File: config.mk
export PLATFORM = sky130hd
export DESIGN_NAME = room_access_controller_flat
export DESIGN_NICKNAME = d
export VERILOG_FILES = /design/src/rtl/room_access_controller_if.sv /design/src/rtl/room_access_controller.sv /design/src/flat_wrapper.sv
export SDC_FILE = /design/constraint.sdc
export NUM_CORES = 1
export LEC_CHECK = 0
export ABC_CLOCK_PERIOD_IN_PS = 1700
export CAP_MARGIN = 10
export CORE_MARGIN = 2
export CORE_UTILIZATION = 44
export CTS_BUF_LIST = sky130_fd_sc_hd__clkbuf_4
export DETAILED_ROUTE_END_ITERATION = 10
export PLACE_DENSITY = 0.7
export SYNTH_ARGS = -nofsm -noshare
export SYNTH_HDL_FRONTEND = slang
export SYNTH_SLANG_ARGS = --single-unit
File: constraint.sdc
create_clock -name clk -period 1.7 [get_ports clk]
set_input_delay 0.17 -clock clk [delete_from_list [all_inputs] [get_ports clk]]
set_output_delay 0.17 -clock clk [all_outputs]
set_load 0.01 [all_outputs]
File: src/rtl/room_access_controller_if.sv
// Doorway bus between the push-button/sensor side and the room access controller.
// The controller takes the slave modport; the button/sensor side takes the master modport.
interface room_access_controller_if #(
  parameter int CNT_W = 3
);
  logic             req_in;
  logic             req_out;
  logic             pass_in;
  logic             pass_out;
  logic             door_open;
  logic             grant_in;
  logic             grant_out;
  logic [CNT_W-1:0] occupancy;
  logic             full;
  logic             empty;
  logic             timeout;

  modport master (
    output req_in, req_out, pass_in, pass_out,
    input  door_open, grant_in, grant_out, occupancy, full, empty, timeout
  );

  modport slave (
    input  req_in, req_out, pass_in, pass_out,
    output door_open, grant_in, grant_out, occupancy, full, empty, timeout
  );
endinterface

File: src/rtl/room_access_controller.sv
// Shares one doorway between entry and exit requesters, round-robin on conflict,
// and keeps the room head count from the per-direction pass-sensor rising edges.
module room_access_controller #(
  parameter int CNT_W    = 3,
  parameter int MAX_OCC  = 7,
  parameter int OPEN_CYC = 8,
  parameter int TMR_W    = 4
) (
  input  logic                   clk,
  input  logic                   rst,
  room_access_controller_if.slave bus
);

  typedef enum logic [1:0] {IDLE, OPEN_IN, OPEN_OUT, CLOSE} state_e;
  typedef enum logic {DIR_IN, DIR_OUT} dir_e;

  localparam logic [TMR_W-1:0] TMR_LAST = TMR_W'(OPEN_CYC - 1);
  localparam logic [CNT_W-1:0] OCC_MAX  = CNT_W'(MAX_OCC);

  state_e           state_q, state_d;
  dir_e             last_dir_q, last_dir_d;
  logic [TMR_W-1:0] timer_q, timer_d;
  logic [CNT_W-1:0] occ_q, occ_d;
  logic             pass_in_q, pass_out_q;
  logic             door_q, door_d;
  logic             grant_in_q, grant_in_d;
  logic             grant_out_q, grant_out_d;
  logic             timeout_q, timeout_d;

  logic full, empty, rise_in, rise_out, el_in, el_out;

  assign full     = (occ_q == OCC_MAX);
  assign empty    = (occ_q == '0);
  assign rise_in  = bus.pass_in  & ~pass_in_q;
  assign rise_out = bus.pass_out & ~pass_out_q;
  assign el_in    = bus.req_in  & ~full;
  assign el_out   = bus.req_out & ~empty;

  // NOTE: every variable gets a default before the case, so no path leaves one unassigned and no latch is inferred.
  always_comb begin
    state_d    = state_q;
    last_dir_d = last_dir_q;
    timer_d    = timer_q;
    occ_d      = occ_q;
    timeout_d  = 1'b0;

    unique case (state_q)
      IDLE: begin
        // On conflict, serve the direction that did not go last.
        if (el_in && (!el_out || last_dir_q == DIR_OUT)) begin
          state_d    = OPEN_IN;
          timer_d    = '0;
          last_dir_d = DIR_IN;
        end else if (el_out) begin
          state_d    = OPEN_OUT;
          timer_d    = '0;
          last_dir_d = DIR_OUT;
        end
      end
      OPEN_IN: begin
        if (rise_in) begin
          occ_d   = occ_q + CNT_W'(1);
          state_d = CLOSE;
        end else if (timer_q == TMR_LAST) begin
          timeout_d = 1'b1;
          state_d   = CLOSE;
        end else begin
          timer_d = timer_q + TMR_W'(1);
        end
      end
      OPEN_OUT: begin
        if (rise_out) begin
          occ_d   = occ_q - CNT_W'(1);
          state_d = CLOSE;
        end else if (timer_q == TMR_LAST) begin
          timeout_d = 1'b1;
          state_d   = CLOSE;
        end else begin
          timer_d = timer_q + TMR_W'(1);
        end
      end
      CLOSE:   state_d = IDLE;
      default: state_d = IDLE;
    endcase

    grant_in_d  = (state_d == OPEN_IN);
    grant_out_d = (state_d == OPEN_OUT);
    door_d      = grant_in_d | grant_out_d;
  end

  // NOTE: sequential state uses non-blocking assignments so all flops update together at the edge.
  always_ff @(posedge clk) begin
    if (rst) begin
      state_q     <= IDLE;
      last_dir_q  <= DIR_OUT;
      timer_q     <= '0;
      occ_q       <= '0;
      pass_in_q   <= 1'b1;
      pass_out_q  <= 1'b1;
      door_q      <= 1'b0;
      grant_in_q  <= 1'b0;
      grant_out_q <= 1'b0;
      timeout_q   <= 1'b0;
    end else begin
      state_q     <= state_d;
      last_dir_q  <= last_dir_d;
      timer_q     <= timer_d;
      occ_q       <= occ_d;
      pass_in_q   <= bus.pass_in;
      pass_out_q  <= bus.pass_out;
      door_q      <= door_d;
      grant_in_q  <= grant_in_d;
      grant_out_q <= grant_out_d;
      timeout_q   <= timeout_d;
    end
  end

  assign bus.door_open = door_q;
  assign bus.grant_in  = grant_in_q;
  assign bus.grant_out = grant_out_q;
  assign bus.occupancy = occ_q;
  assign bus.full      = full;
  assign bus.empty     = empty;
  assign bus.timeout   = timeout_q;

endmodule

File: src/flat_wrapper.sv
// flat-port wrapper written by rule: the top's interface ports become plain ports
module room_access_controller_flat 
#(
  parameter int CNT_W    = 3,
  parameter int MAX_OCC  = 7,
  parameter int OPEN_CYC = 8,
  parameter int TMR_W    = 4
)
  (clk, rst, bus_req_in, bus_req_out, bus_pass_in, bus_pass_out, bus_door_open, bus_grant_in, bus_grant_out, bus_occupancy, bus_full, bus_empty, bus_timeout);
  room_access_controller_if #(.CNT_W(CNT_W)) bus_i ();
  input  logic clk;
  input  logic rst;
  input wire logic [$bits(bus_i.req_in)-1:0] bus_req_in;
  input wire logic [$bits(bus_i.req_out)-1:0] bus_req_out;
  input wire logic [$bits(bus_i.pass_in)-1:0] bus_pass_in;
  input wire logic [$bits(bus_i.pass_out)-1:0] bus_pass_out;
  output wire logic [$bits(bus_i.door_open)-1:0] bus_door_open;
  output wire logic [$bits(bus_i.grant_in)-1:0] bus_grant_in;
  output wire logic [$bits(bus_i.grant_out)-1:0] bus_grant_out;
  output wire logic [$bits(bus_i.occupancy)-1:0] bus_occupancy;
  output wire logic [$bits(bus_i.full)-1:0] bus_full;
  output wire logic [$bits(bus_i.empty)-1:0] bus_empty;
  output wire logic [$bits(bus_i.timeout)-1:0] bus_timeout;
  assign bus_i.req_in = bus_req_in;
  assign bus_i.req_out = bus_req_out;
  assign bus_i.pass_in = bus_pass_in;
  assign bus_i.pass_out = bus_pass_out;
  assign bus_door_open = bus_i.door_open;
  assign bus_grant_in = bus_i.grant_in;
  assign bus_grant_out = bus_i.grant_out;
  assign bus_occupancy = bus_i.occupancy;
  assign bus_full = bus_i.full;
  assign bus_empty = bus_i.empty;
  assign bus_timeout = bus_i.timeout;
  room_access_controller #(.CNT_W(CNT_W), .MAX_OCC(MAX_OCC), .OPEN_CYC(OPEN_CYC), .TMR_W(TMR_W)) u_core (.clk(clk), .rst(rst), .bus(bus_i));
endmodule
==> out/metrics.csv, run 1 <==
metric,value,unit
cts_sinks,16,
yosys_warnings,0,
place_hpwl,1.54,mm
cp-end-kind,flop,
slew_headroom,0.793,
maxCapViolations,0,
synthToLayoutAreaGrowth,45.9,%
clk_latency,0.30,ns
hold_start,u_core.last_dir_q,
avgRoutedWirePerCell,12.6,um
clockBufferDepth,2,
critPathKind,reg -> reg,
path_clk_slew,0.11,ns
root_buffer,clkbuf_4,
rsz0062_at_grt,true,
setup_tns,0,ns
whs_path_depth,2,
chipHeight,49.9,um
cts_tree,done,
num_antenna_cells,0,
synth.top_cell.area_share,0.345,
overflow,0,
grt_antenna_before_repair,0,
worst-r2r-cell-count,7,
wirelength,2.07,mm
r2r_setup_slack,0.06,ns
syn_nets,114,
cpLargestDelayFamily,adder cells,
place_congestion,0.778,
stdcell_count,164,
reg2reg_to,u_core.bus.door_open,
die_area,2490,um^2
hold_viol,0,
port-buffer-count,14,
drt_first_pass_iters,4,
drc,0,
setup_viol,0,
synthTopCellsByArea,"dfxtp_1 (35%), ha_1 (11%), inv_1 (4.0%)",
vias,842,
cp.depth,7,
grt_pass1_wl,3.41,mm
worst_slew_pin_slew,0.311,ns
skew,0.0102,ns
fmax,0.610,GHz
numCtsBuffers,3,
power.leakage,0.573,nW
worstSetupEndpoint,u_core.bus.door_open,
slowest_stage,dfxtp_2,
power_density,1660,nW/um^2
track_usage,0.180,
report.final.slew_viol_count,0,
crit_chain,ha_2 > nand2_1 > or2_2 > a31oi_2 > o32ai_2 > ha_1 > nor2_1,
arrival,1.88,ns
yosysSeqAreaShare,0.345,
ant_nets,0,
crit_path_max_incr_delay,0.35,ns
cp-startpoint,u_core.timer_q[0],
status,finished clean,
die_w,49.9,um
fin_crit,1.64,ns
hold_path_class,reg -> reg,
yosysTopAreaCell,dfxtp_1,
num-nets-final,153,
total_power,0.00225,W
cts-hold-fix-buffers,0,
drive_gt1_frac,0.394,
ys_ff_latch,16,
via_per_inst,5.13,
critPathLaunchType,flop,
dp.cells,160,
h-tree-depth,1,
rows,16,
worst-path-buf-inv,0,
drtIter0Drc,11,
required,1.95,ns
coreArea,1980,um^2
grt_pass1_vias,767,
crit_path_max_fanout,3,
synth_cells,99,
postSynthAreaPerCell,9.37,um^2
io_pins,15,
synth_cell_types,41,
initial_core_util,0.468,
fin_crit_sh,0.964,
worstReg2RegStart,u_core.timer_q[0],
grt_max_degree,10,
syn-cell-area,927,um^2
ir_drop,0.802,mV
[how the worst min path moves through the flow]
stage                           to  slack [ns]
3_5_place_dp     u_core.last_dir_q        0.49
2_1_floorplan  u_core.bus.grant_in        0.24
6_report         u_core.last_dir_q        0.50
3_3_place_gp     u_core.last_dir_q        0.48
4_1_cts          u_core.last_dir_q        0.50
5_1_grt          u_core.last_dir_q        0.53
[per-stage QoR]
stage,setup slack (ns),instance area [um^2],util,hold slack [ns]
CTS,0.00111,1290,0.653,0.504
floorplan,0.00971,927,-,0.242
global placement,-0.169,1250,0.633,0.481
finish,0.0610,1350,0.682,0.501
detailed placement,-0.254,1250,0.633,0.486
global route,-0.0278,1350,0.682,0.529
[state kept, by name, summed over array words and instances, names as in the netlist]
signal,flops
u_core.bus.door_open,1
u_core.bus.grant_in,1
u_core.bus.grant_out,1
u_core.bus.occupancy,3
u_core.bus.timeout,1
u_core.last_dir_q,1
u_core.pass_in_q,1
u_core.pass_out_q,1
u_core.state_q,2
u_core.timer_q,4
[kinds of logic (layout without fill, tap and decap cells)]
kind of cell / count (synthesis) / after routing / share of synthesized area
fa+ha+maj: 9 / 9 / 0.130
compound gates: 22 / 22 / 0.213
flops: 16 / 16 / 0.345
buf+inv: 11 / 49 / 0.0445
xor+xnor: 3 / 3 / 0.0283
mux: 1 / 1 / 0.0108
simple gates: 37 / 37 / 0.228
[worst min-delay path: cells and delay by family (launching register included)]
kind	cells	cell delay (ns)
DFF	1	0.33
and+or+nand+nor	1	0.06
AOI/OAI and AO/OA	1	0.07
[synthesized netlist by cell type]
cell / number
dfxtp_1: 16
inv_1: 10
nor2_1: 10
ha_1: 8
nand2_1: 5
or2_2: 5
nor2b_1: 3
a21oi_1: 2
nand3_1: 2
nand3b_1: 2
nand4b_1: 2
o211ai_1: 2
o21a_1: 2
o21ai_0: 2
xnor2_1: 2
a211o_1: 1
a211oi_1: 1
a21bo_1: 1
a21oi_2: 1
a21oi_4: 1
a221oi_4: 1
a22oi_1: 1
a31oi_1: 1
a32o_1: 1
a41o_2: 1
and2_1: 1
and3_1: 1
and3_4: 1
clkbuf_1: 1
fa_1: 1
mux2i_1: 1
nand2b_1: 1
nor3_1: 1
nor3b_1: 1
nor4b_1: 1
o21a_2: 1
o21ai_2: 1
o32ai_1: 1
o41ai_1: 1
or2b_4: 1
xor2_1: 1
[where the power goes]
group / internal [W] / switching (W) / leakage (nW)
sequential: 0.000499 / 0.0000791 / 0.134
combinational: 0.000771 / 0.000681 / 0.424
clock: 0.0000854 / 0.000133 / 0.0154
total: 0.00136 / 0.000893 / 0.573
[placed cells by master (no fill, tap or decap), types with 2 or more instances in the layout]
cell	n
clkdlybuf4s50_1	12
inv_1	8
a21oi_2	2
buf_4	21
ha_2	2
o21a_1	2
nand2_1	5
o211ai_1	2
dfxtp_2	6
ha_1	4
xnor2_1	2
inv_4	2
dfxtp_1	9
nand4b_1	2
o21ai_2	2
nor2b_1	3
nor2_1	10
or2_2	4
nand3_1	2
nand3b_1	2
clkbuf_4	3
ha_4	2
[per-layer routing]
layer	wire [um]	global-route usage	vias to the layer above
met5	0	0	-
met4	41	0.0833	0
met3	74	0.0273	6
met2	1070	0.322	24
met1	884	0.209	386
li1	-	-	426
[area by class of cell]
| class | count | area, um^2 |
|---|---|---|
| Clock inverter | 1 | 3.75 |
| Timing Repair Buffer | 35 | 299 |
| Multi-Input combinational cell | 72 | 619 |
| Clock buffer | 3 | 22.5 |
| Tap cell | 27 | 33.8 |
| Sequential cell | 16 | 332 |
| Inverter | 10 | 42.5 |
| Fill cell | 154 | 629 |
[timing repair]
action | CTS | global route
cloned | 0 | 0
gates resized for setup | 6 | 19
buffers inserted | 0 | 0
endpoints found under the setup margin | 7 | 9
pin swaps | 2 | 5
Note: power is estimated with default switching activity, not from simulation.
==> inputs of run 2 (changes only) <==
ABC_AREA = 1   (was unset)
==> run 2 against run 1 <==
Wire length shrank 16%. Sequential cell count unchanged. Synthesized cell count is 32% higher. Setup slack better by 0.035 ns. Count of clock-buffer cells in the layout unchanged. Non-clock buffer count down 19. Cell count grew 7.9%. Maximum frequency rose by 2.2%. Total power shrank 13%. Clock power is 9% lower.
==> out/metrics.csv, run 2 <==
metric,value,unit,change
synthTopCellsByArea,"dfxtp_1 (33%), nand2_1 (11%), ha_1 (10%)",,
crit_path_max_fanout,6,,+3
ys.flop_type,dfxtp_1,,
io_pins,15,,unchanged
maxCapViolations,0,,unchanged
synth_top_family_by_area,simple AND/OR/NAND/NOR gates,,
post_cts_buffers,0,,unchanged
initial_core_util,0.479,,+0.0109
report.final.slew_viol_count,0,,unchanged
port-buffer-count,14,,unchanged
cp-end-kind,flop,,
synth_commonest_cells,"nand2_1 (28), inv_1 (22), dfxtp_1 (16)",,
numCtsBuffers,3,,unchanged
arrival,1.83,ns,-0.05 ns
num_antenna_cells,0,,unchanged
worst_slew_pin_slew,0.306,ns,-0.00498 ns
final_cell_mix,"nand2_1 (28), inv_1 (22), nand3_1 (14), clkdlybuf4s50_1 (14), dfxtp_1 (14)",,
grt_antenna_before_repair,0,,unchanged
status,finished clean,,
vias,861,,+2.3%
synth.top_cell.area_share,0.334,,-0.0113
path_clk_slew,0.09,ns,-0.02 ns
cts_sinks,16,,unchanged
wirelength,1.74,mm,-16%
synthToLayoutAreaGrowth,22.6,%,
yosysSeqAreaShare,0.334,,-0.0113
required,1.93,ns,-0.02 ns
largest_reg_flops,4,,unchanged
ir_drop,0.973,mV,+21%
die_w,50.7,um,+1.5%
clk_latency,0.28,ns,-0.02 ns
die_area,2570,um^2,+3.1%
rsz0062_at_grt,true,,
power_density,1660,nW/um^2,-0.17%
grt_pass1_wl,3.28,mm,-3.6%
ys_ff_latch,16,,unchanged
final_common_cell,nand2_1,,
synth-xor-area-share,0.0274,,-0.000925
crit_chain,inv_1 > ha_1 > nand4_1 > nand2_2 > nor2_4 > nand2_2 > nand2_1 > nand2_1 > nor2_1,,
fillers,186,,+21%
slowest_stage,dfxtp_1,,
postLayoutCellArea,1170,um^2,-13%
synth_simple_gate_area_share,0.339,,+0.111
via_per_inst,4.86,,-5.3%
coreArea,2000,um^2,+1.0%
synth_compound_area_frac,0.0718,,-0.141
clockBufferDepth,2,,unchanged
root_buffer,clkbuf_4,,
syn_nets,146,,+28%
overflow,0,,unchanged
crit_path_max_incr_delay,0.38,ns,+0.03 ns
place_congestion,0.803,,+3.3%
ant_nets,0,,unchanged
power.leakage,0.569,nW,-0.77%
ff_latch_area,323,um^2,-2.6%
hold_slack,0.471,ns,-0.0301 ns
track_usage,0.168,,-0.0122
synthAdderAreaFrac,0.125,,-0.00423
critPathLaunchType,flop,,
drc,0,,unchanged
grt_max_degree,10,,unchanged
place_hpwl,1.44,mm,-6.7%
setup_viol,0,,unchanged
h-tree-depth,1,,unchanged
rows,16,,unchanged
hold_viol,0,,unchanged
place_ws,0.0649,ns,+0.319 ns
fin_crit,1.60,ns,-0.0350 ns
worst_slack,0.0960,ns,+0.0350 ns
yosysTopAreaCell,dfxtp_1,,
critPathKind,reg -> reg,,
drtIter0Drc,26,,+15
synth-edff-count,0,,unchanged
worst-path-buf-inv,1,,+1
top_register,u_core.timer_q,,
synthMuxAreaShare,0,,-0.0108
fin_util,0.587,,-0.0956
skew,0.00211,ns,-0.00809 ns
slew_headroom,0.796,,+0.00268
total_power,0.00195,W,-13%
num-nets-final,166,,+8.5%
place_area,1140,um^2,-8.9%
synth_cell_types,23,,-44%
drt_first_pass_iters,4,,unchanged
synth_cells,131,,+32%
avgRoutedWirePerCell,9.80,um,-22%
cts-hold-fix-buffers,0,,unchanged
drive_gt1_frac,0.187,,-0.207
hold_path_class,reg -> reg,,
multi_input_area,543,um^2,-12%
ys_async_sr_fraction,0,,unchanged
cts_tree,done,,
fin_crit_sh,0.944,,-0.0206
chipHeight,50.7,um,+1.5%
yosys_warnings,0,,unchanged
syn-cell-area,958,um^2,+3.4%
fmax,0.623,GHz,+2.2%
synth_most_common_cell,nand2_1,,
cpLargestDelayFamily,simple AND/OR/NAND/NOR gates,,
grt_pass1_vias,823,,+7.3%
postSynthAreaPerCell,7.32,um^2,-22%
==> run 2: cell types whose count changed after synthesis, moves of 2 or more <==
cell	before	now
nand3b_1	2	0
a21oi_1	2	4
nand3_1	2	14
or2_2	5	2
nand2_2	0	6
nand2_1	5	28
nor2b_1	3	0
nand4b_1	2	0
inv_2	0	3
o21a_1	2	0
nand4_1	0	2
o21ai_2	1	3
inv_1	10	22
o211ai_1	2	0
==> run 2: area by class of cell <==
class / count / area share
Sequential cell: 16 / 0.275
Clock buffer: 3 / 0.0192
Inverter: 25 / 0.0799
Tap cell: 27 / 0.0288
Multi-Input combinational cell: 89 / 0.462
Clock inverter: 1 / 0.00319
Timing Repair Buffer: 16 / 0.132
==> run 2: what timing repair did <==
| item | in CTS | in global routing |
|---|---|---|
| hold endpoints to repair | 0 | 0 |
| resized for setup | 0 | 3 |
| endpoints found under the setup margin | 0 | 6 |
==> run 2: final timing paths <==
check / startpoint / end / slack [ns] / cells after the start
min: u_core.last_dir_q / u_core.last_dir_q / 0.47 / 2
max reg2reg: u_core.state_q[0] / u_core.timer_q[1] / 0.1 / 9
max: u_core.state_q[0] / u_core.timer_q[1] / 0.1 / 9
min reg2reg: u_core.last_dir_q / u_core.last_dir_q / 0.47 / 2
==> run 2: through the flow <==
stage,setup TNS [ns],std cells
2_1_floorplan,0,131
3_3_place_gp,0,173
3_5_place_dp,0,173
4_1_cts,0,177
5_1_grt,-0.119,177
6_report,0,177
==> run 2: routing by layer <==
layer	GRT usage	share of wire	vias to the layer above
met4	0.0405	0.0063	0
met3	0.0446	0.067	2
met5	0	0	-
met2	0.300	0.49	31
li1	-	-	441
met1	0.198	0.43	387
==> run 2: report_power, final <==
group / internal, W / total, W / switching [W] / leakage, nW
Clock: 0.0000853 / 0.000200 / 0.000114 / 0.0154
Combinational: 0.000486 / 0.00115 / 0.000666 / 0.421
Sequential: 0.000497 / 0.000599 / 0.000101 / 0.133
==> run 2: tightest hold or removal path, delay by kind of cell (launching register included) <==
family,cells,cell delay [ns]
simple gates,2,0.10
flops,1,0.34
==> run 2: cells by family after synthesis <==
| logic type | count (synthesis) |
|---|---|
| AO/OA/AOI/OAI | 10 |
| AND/OR/NAND/NOR | 67 |
| adder cells (fa/ha/maj) | 9 |
| flip-flops | 16 |
| buffers and inverters | 26 |
| XOR/XNOR | 3 |
==> inputs of run 3 (changes only) <==
PLACE_DENSITY = 0.8   (was 0.7)
SLEW_MARGIN = 20   (was unset)
==> run 3 against run 2 <==
Via count decreased by 0.93%. Wire length increased by 6.3%. Cell count decreased by 1.1%. Sequential cell count unchanged.
==> out/metrics.csv, run 3 (synthesized netlist as in run 2, its figures left out) <==
metric,value,unit,change
drc,0,,unchanged
cts_tree,done,,
crit_path_max_incr_delay,0.38,ns,about the same
num_antenna_cells,0,,unchanged
critPathLaunchType,flop,,
p_int,0.00105,W,-1.5%
cts_resized,0,,unchanged
setup_viol,0,,unchanged
fmax,0.614,GHz,-1.4%
stdcell_count,175,,-1.1%
total_power,0.00194,W,-0.42%
h-tree-depth,1,,unchanged
skew,0.00612,ns,+0.00401 ns
hold_viol,0,,unchanged
path_clk_slew,0.10,ns,about the same
io_pins,15,,unchanged
crit_path_max_fanout,6,,unchanged
grt_max_degree,11,,+1
power_density,1670,nW/um^2,+0.43%
die_w,50.7,um,unchanged
track_usage,0.175,,+0.00742
top_register,u_core.timer_q,,
power.leakage,0.568,nW,-0.25%
drt_first_pass_iters,3,,-1
slowest_stage,fa_1,,
grt_antenna_before_repair,0,,unchanged
wirelength,1.85,mm,+6.3%
ant_nets,0,,unchanged
switching_share,0.458,,+0.00576
hold_path_end,u_core.pass_in_q,,
synthToLayoutAreaGrowth,21.5,%,
worst-path-buf-inv,2,,+1
coreArea,2000,um^2,unchanged
num-nets-final,165,,-0.60%
worstReg2RegStart,u_core.state_q[0],,
cp-end-kind,flop,,
place_hpwl,1.48,mm,+3.1%
maxCapViolations,0,,unchanged
arrival,1.85,ns,+0.02 ns
drtIter0Drc,17,,-35%
hold_path_class,in -> reg,,
slew_headroom,0.737,,-0.0582
p_switching,0.000890,W,+0.84%
place_congestion,0.797,,-0.71%
die_area,2570,um^2,unchanged
ff_latch_area,322,um^2,-0.39%
pwr-share-clk,0.107,,+0.005
dp.cells,172,,-0.58%
fin_crit_sh,0.957,,+0.0138
setup_tns,0,ns,unchanged
cpLargestDelayFamily,adder cells,,
grt_pass1_vias,841,,+2.2%
via_per_inst,4.87,,+0.20%
whs_path_depth,2,,unchanged
power_frac_seq,0.307,,about the same
fillers,193,,+3.8%
rsz0062_at_grt,true,,
cts-hold-fix-buffers,0,,unchanged
cts_sinks,16,,unchanged
report.final.slew_viol_count,0,,unchanged
vias,853,,-0.93%
multi_input_area,543,um^2,unchanged
cpMostUsedCell,inv_1,,
numCtsBuffers,3,,unchanged
avgRoutedWirePerCell,10.5,um,+7.6%
crit_chain,inv_1 > ha_2 > inv_1 > fa_1 > xor2_1 > nand2_1 > a21oi_1,,
grt_pass1_wl,3.39,mm,+3.3%
post_cts_buffers,0,,unchanged
ir_drop,0.933,mV,-4.1%
overflow,0,,unchanged
fin_crit,1.63,ns,+0.0235 ns
worst_slew_pin_slew,0.393,ns,+0.0870 ns
status,finished clean,,
clk_latency,0.29,ns,about the same
worst-r2r-cell-count,7,,-2
final_common_cell,nand2_1,,
root_buffer,clkbuf_4,,
rows,16,,unchanged
required,1.92,ns,about the same
reg2reg_to,u_core.bus.occupancy[2],,
p_comb_frac,0.586,,-0.005
r2r_setup_slack,0.07,ns,-0.02 ns
clockBufferDepth,2,,unchanged
largest_reg_flops,4,,unchanged
critPathKind,reg -> reg,,
chipHeight,50.7,um,unchanged
postLayoutCellArea,1160,um^2,-0.85%
final_cell_mix,"nand2_1 (28), inv_1 (22), dfxtp_1 (15)",,
port-buffer-count,14,,unchanged
initial_core_util,0.479,,unchanged
hold_start,bus_pass_in,,
drive_gt1_frac,0.176,,-0.0110
place_area,1140,um^2,-0.66%
run 3: cell types whose count changed in the layout (fill, tap and decap cells not counted), sizes merged:
cell	before	now
clkinv	1	0
buf	2	1
dlymetal6s2s	0	1
clkdlybuf4s50	14	13
run 3: worst max-delay path by stage:
stage	startpoint	endpoint	slack, ns	cells after the start
2_1_floorplan	u_core.state_q[0]	u_core.bus.occupancy[2]	0.20	7
3_5_place_dp	u_core.state_q[0]	u_core.bus.occupancy[2]	0.07	7
5_1_grt	u_core.state_q[0]	u_core.timer_q[1]	-0.03	9
6_report	u_core.state_q[0]	u_core.bus.occupancy[2]	0.07	7
3_3_place_gp	u_core.state_q[0]	u_core.bus.occupancy[2]	0.16	7
4_1_cts	u_core.state_q[0]	u_core.bus.occupancy[2]	0.06	7
run 3: metal layers:
metal  track usage  part of all wire  wire length, um  vias up
met5             0                 0                0        -
met4        0.0811             0.014               26        0
met3        0.0298             0.029               53        4
met2         0.325              0.52              951       15
met1         0.193              0.44              813      397
li1              -                 -                -      437
run 3: cell type report:
| cell class | instances | area share |
|---|---|---|
| Clock buffer | 3 | 0.0193 |
| Inverter | 25 | 0.0806 |
| Multi-Input combinational cell | 89 | 0.466 |
| Sequential cell | 16 | 0.276 |
| Tap cell | 27 | 0.0290 |
| Timing Repair Buffer | 15 | 0.129 |
run 3: per-stage QoR:
| step | worst slack, ns | hold slack, ns | utilization |
|---|---|---|---|
| finish | 0.0725 | 0.477 | 0.582 |
| global route | -0.0271 | 0.489 | 0.582 |
| CTS | 0.0555 | 0.481 | 0.579 |
| detailed placement | 0.0722 | 0.465 | 0.568 |
| global placement | 0.159 | 0.440 | 0.568 |
| floorplan | 0.197 | 0.248 | - |
run 3: power by group through the flow:
stage | Combinational, W | Sequential, W | Clock, W
floorplan | 0.000829 | 0.000603 | 0
global placement | 0.00110 | 0.000593 | 0
detailed placement | 0.00115 | 0.000600 | 0
CTS | 0.00115 | 0.000594 | 0.000209
global route | 0.00131 | 0.000610 | 0.000222
finish | 0.00114 | 0.000597 | 0.000207
==> patch 1, RTL diff (config.mk and constraints of run 2) <==
`MAX_OCC` is set to 7 in 2 places; all go to 3.
--- a/src/rtl/room_access_controller.sv
+++ b/src/rtl/room_access_controller.sv
@@ -3,5 +3,5 @@
 module room_access_controller #(
   parameter int CNT_W    = 3,
-  parameter int MAX_OCC  = 7,
+  parameter int MAX_OCC  = 3,
   parameter int OPEN_CYC = 8,
   parameter int TMR_W    = 4
--- a/src/flat_wrapper.sv
+++ b/src/flat_wrapper.sv
@@ -3,5 +3,5 @@
 #(
   parameter int CNT_W    = 3,
-  parameter int MAX_OCC  = 7,
+  parameter int MAX_OCC  = 3,
   parameter int OPEN_CYC = 8,
   parameter int TMR_W    = 4
Behaviour: not the same (Yosys sat finds a counterexample within 10 cycles, from zero or initial values and one cycle with rst high).
==> patch 1 against run 2 <==
Hold slack got worse by 0.0026 ns; sequential power up 0.8%; sequential cell count stayed put; wire length is 2.9% higher; total power rose by 5.3%; design area up 2.8%; utilization decreased by 3.0 points; first-iteration DRC count down 73%; clock power increased by 4%; synthesized area grew 4.0%; setup slack lost 0.016 ns; die area grew 3.7%; critical path depth is 5 lower; highest routed layer unchanged.
==> patch 1: results (changes against run 2) <==
power:
  ir_worst_vdd_mv: 1.14  # +17%
  p_leak_uw: 0.000586  # +3.1%
  p_seq_share_pct: 29.4  # -1.3 points
finish:
  drive_gt1_share_pct: 20.1  # +1.5 points
  nFillCells: 213  # +15%
  final_nets: 165  # -0.60%
  largest_reg_flops: 4  # unchanged
critical_path:
  crit_path_top_delay_cell: "clkdlybuf4s50_1"
  timing.rr.end: "u_core.bus.occupancy[2]"
  cp_slowest_stage_delay_ns: 0.52  # +0.14 ns
  crit_end: "bus_empty"
  cp_top_family: "buffers and inverters"
  critPathArrivalTime_ns: 1.45  # -0.38 ns
  crit_fanout: 4  # -2
  reg2regPathDepth: 7  # -2
synth:
  ys_seq_area_share_pct: 32.1  # -1.3 points
  ys_types: 25  # +8.7%
  synth.area.top_cells: "dfxtp_1, nand2_1, ha_1, inv_1, nand3_1"
global_route:
  track_usage_pct: 15.4  # -1.4 points
  grt_max_degree: 11  # +1
  grt_pass1_vias: 768  # -6.7%
  grt_pass1_wl_microns: 3060  # -6.9%
place:
  place_ws_ns: 0.0703  # +0.00538 ns
  dp_hpwl_microns: 1420  # -1.3%
  globalplace.congestion: 0.817  # +1.8%
timing:
  tightestPinTransition_ns: 0.383  # +0.0769 ns
  timing.fmax_mhz: 617  # -1.0%
  final.setup_skew_ns: 0.00224  # +0.000125 ns
routing:
  vias_per_cell: 4.71  # -3.1%
  drt_iter0_markers: 7  # -73%
  post_drt_wl_per_cell_microns: 10.1  # +2.9%
outcome:
  status: "complete, no violations"
## patch 1: routing by layer
metal | track usage, % | wire length, microns | vias up
met5 | 0 | 0 | -
li1 | - | - | 442
met4 | 7.46 | 12 | 0
met3 | 4.02 | 66 | 2
met1 | 19.3 | 828 | 375
met2 | 24.6 | 879 | 15
## patch 1: cell type report
type / instances / area [sq um] / area share [%]
clock inverter: 1 / 3.75 / 0.311
multi-input combinational: 89 / 584 / 48.4
inverter: 25 / 93.8 / 7.77
clock buffer: 3 / 22.5 / 1.87
sequential: 16 / 320 / 26.5
timing repair buffer: 15 / 148 / 12.2
tap: 28 / 35.0 / 2.90
## patch 1: logic make-up after synthesis
family / share of synthesized area (%)
flops: 32.1
xor+xnor: 2.64
buf+inv: 9.79
compound gates: 6.90
fa+ha+maj: 12.0
simple gates: 36.5
## patch 1: through the flow
step	setup TNS (ns)	instances	utilization (%)
global placement	0	173	54.2
finish	0	177	55.7
CTS	0	177	55.4
global route	-0.0125	177	55.7
floorplan	0	131	-
detailed placement	0	173	54.2
## patch 1: worst reg2reg max path, delay by kind of cell, from the launching register on
family                     cells  cell delay (ns)
adders and majority gates      2             0.63
DFF                            1             0.35
buffers and inverters          2             0.20
xor gates and xnor gates       1             0.16
AOI/OAI and AO/OA              1             0.11
and+or+nand+nor                1             0.06
## patch 1: worst min-delay path by stage
stage	end	slack (ns)	cells past startpoint
after global routing	u_core.pass_in_q	0.50	2
after floorplan	u_core.bus.timeout	0.25	1
after CTS	u_core.pass_in_q	0.47	2
after detailed placement	u_core.last_dir_q	0.45	2
after global placement	u_core.last_dir_q	0.45	2
final	u_core.last_dir_q	0.47	2
## patch 1: timing repair
item	CTS	global route
endpoints found under the setup margin	0	3
resized for setup	0	2
hold endpoints to repair	0	0
==> patch 2, RTL diff (flow settings as in run 2) <==
Without the edit above. The 4 states of `state_e` get a one-hot encoding in 4 bits.
--- a/src/rtl/room_access_controller.sv
+++ b/src/rtl/room_access_controller.sv
@@ -12,5 +12,5 @@
 );
 
-  typedef enum logic [1:0] {IDLE, OPEN_IN, OPEN_OUT, CLOSE} state_e;
+  typedef enum logic [3:0] {IDLE = 4'b0001, OPEN_IN = 4'b0010, OPEN_OUT = 4'b0100, CLOSE = 4'b1000} state_e;
   typedef enum logic {DIR_IN, DIR_OUT} dir_e;
 
Formal check against the unedited RTL: same outputs for any inputs over 10 cycles, from zero or initial values and one cycle with rst high; not proved beyond that.
==> patch 2 against run 2 <==
Sequential cell count increased by 2; sequential share of layout area increased by 3.7 points; setup slack improved by 0.033 ns; count of clock-buffer cells in the layout unchanged; hold slack got worse by 0.011 ns; design area decreased by 0.96%; wire length decreased by 1.3%; die area decreased by 2.5%; synthesized area decreased by 2.7%; first-iteration DRC count decreased by 62%; fmax increased by 2.1%; critical path type is now register to output port; largest cell class unchanged.
Power is not compared: it rests on default switching activity, and its combinational part moved more than twofold at a synthesized area within 25%.
==> patch 2: results (changes against run 2) <==
place:
  placed_area_sq_um: 1120  # -1.6%
  dp_hpwl_microns: 1310  # -8.5%
  globalplace.congestion: 0.772  # -3.9%
  place_ws_ns: 0.107  # +0.0416 ns
  io_buffers: 14  # unchanged
power:
  ir_worst_vdd_mv: 0.678
  p_leak_uw: 0.000523
timing:
  holdWs_ns: 0.459  # -0.0114 ns
  final.setup_skew_ns: 0.000952  # -0.00116 ns
  tightestPinTransition_ns: 0.308  # +0.00269 ns
global_route:
  grt_pass1_vias: 778  # -5.5%
  track_usage_pct: 16.3  # -0.45 points
  antenna_found_initial: 0  # unchanged
  grt_pass1_wl_microns: 3140  # -4.4%
  grt_max_degree: 11  # +1
routing:
  drt_iter0_markers: 10  # -62%
  vias_per_cell: 4.72  # -2.9%
  post_drt_wl_per_cell_microns: 10.1  # +2.8%
  first_pass_iters: 4  # unchanged
finish:
  antenna-diode-count: 0  # unchanged
  instances_no_fill: 170  # -4.0%
  drive_gt1_share_pct: 21.7  # +3.0 points
  final_nets: 152  # -8.4%
  nFillCells: 186  # unchanged
  final_cell_area_sq_um: 1160  # -0.96%
clocking:
  clk_transition_reported_paths_ns: 0.09  # about the same
  insertion_delay_ns: 0.29
  cts.path.max_buffers: 2  # unchanged
  htreeDepth: 1  # unchanged
  cts_root_buf: "clkbuf_4"
  cts_setup_buffers: 0  # unchanged
  cts_inserted_buffers: 3  # unchanged
synth:
  synthTopCellsByCount: "nand2_1, dfxtp_1, inv_1"
  synth.area.top_cells: "dfxtp_1, nand2_1, nand3_1, inv_1, a21oi_1"
  synth_area_per_cell_sq_um: 7.58  # +3.6%
  ys.flop_type: "dfxtp_1"
  ys_seq_area_share_pct: 38.7  # +5.2 points
  ys_warn_count: 0  # unchanged
  ys_types: 26  # +13%
  synth_nets: 131  # -10%
  async_flop_share_pct: 0  # unchanged
critical_path:
  reg2regPathDepth: 7  # -2
  crit_fanout: 4  # -2
  reg2reg_from: "u_core.state_q[3]"
  critPathArrivalTime_ns: 1.40  # -0.43 ns
  rrSetupSlack_ns: 0.13  # +0.03 ns
  timing.rr.end: "u_core.bus.occupancy[2]"
worst_hold_path:
  min-delay-path-class: "register to register"
  worstHoldStart: "u_core.last_dir_q"
  hold_path_depth: 2  # unchanged
  worstHoldEndpoint: "u_core.last_dir_q"
outcome:
  status: "complete, no violations"
## patch 2: report_power, final
part           total, uW  leakage [uW]  internal [uW]  switching [uW]
Combinational        222      0.000359           98.6             124
Clock                210     0.0000154           85.6             125
Sequential           481      0.000149            456            24.8
## patch 2: worst max path at each step
stage,from,end,slack (ns),cells past startpoint
6_report,u_core.bus.occupancy[1],bus_empty,0.13,4
5_1_grt,u_core.state_q[3],u_core.bus.occupancy[2],-0.008,7
4_1_cts,u_core.bus.occupancy[0],bus_empty,0.04,4
3_5_place_dp,u_core.state_q[3],u_core.bus.occupancy[2],0.11,7
3_3_place_gp,u_core.state_q[3],u_core.bus.occupancy[2],0.17,7
2_1_floorplan,u_core.state_q[3],u_core.bus.occupancy[2],0.13,7
## patch 2: repair_timing
action	4_1_cts	5_1_grt
hold endpoints to repair	0	0
resized for setup	0	6
setup endpoints to repair	0	2
## patch 2: cell families after synthesis
group / Yosys count / share of synthesized area, %
buffers and inverters: 21 / 8.46
XOR/XNOR: 2 / 1.88
AO/OA/AOI/OAI: 17 / 9.66
flip-flops: 18 / 38.7
adder cells (fa/ha/maj): 2 / 3.49
AND/OR/NAND/NOR: 63 / 37.9
## patch 2: routing by layer
layer  GRT usage, %  share of wire (%)  vias to the layer above
li1               -                  -                      433
met5              0                  0                        -
met4           6.94                2.2                        0
met1           19.9                 46                      354
met3           3.03                2.7                        4
met2           27.9                 49                       12
## patch 2: layout make-up
class                      instances  area share (%)
sequential                        18            31.2
clock inverter                     1           0.323
clock buffer                       3            1.94
tap                               27            2.90
multi-input combinational         84            43.2
timing repair buffer              17            14.0
inverter                          20            6.45
## patch 2: critical path: stages (launching register included)
cell             delay, ns
dfxtp_1               0.35
inv_2                 0.08
nand3_2               0.10
inv_1                 0.06
clkdlybuf4s50_1       0.52
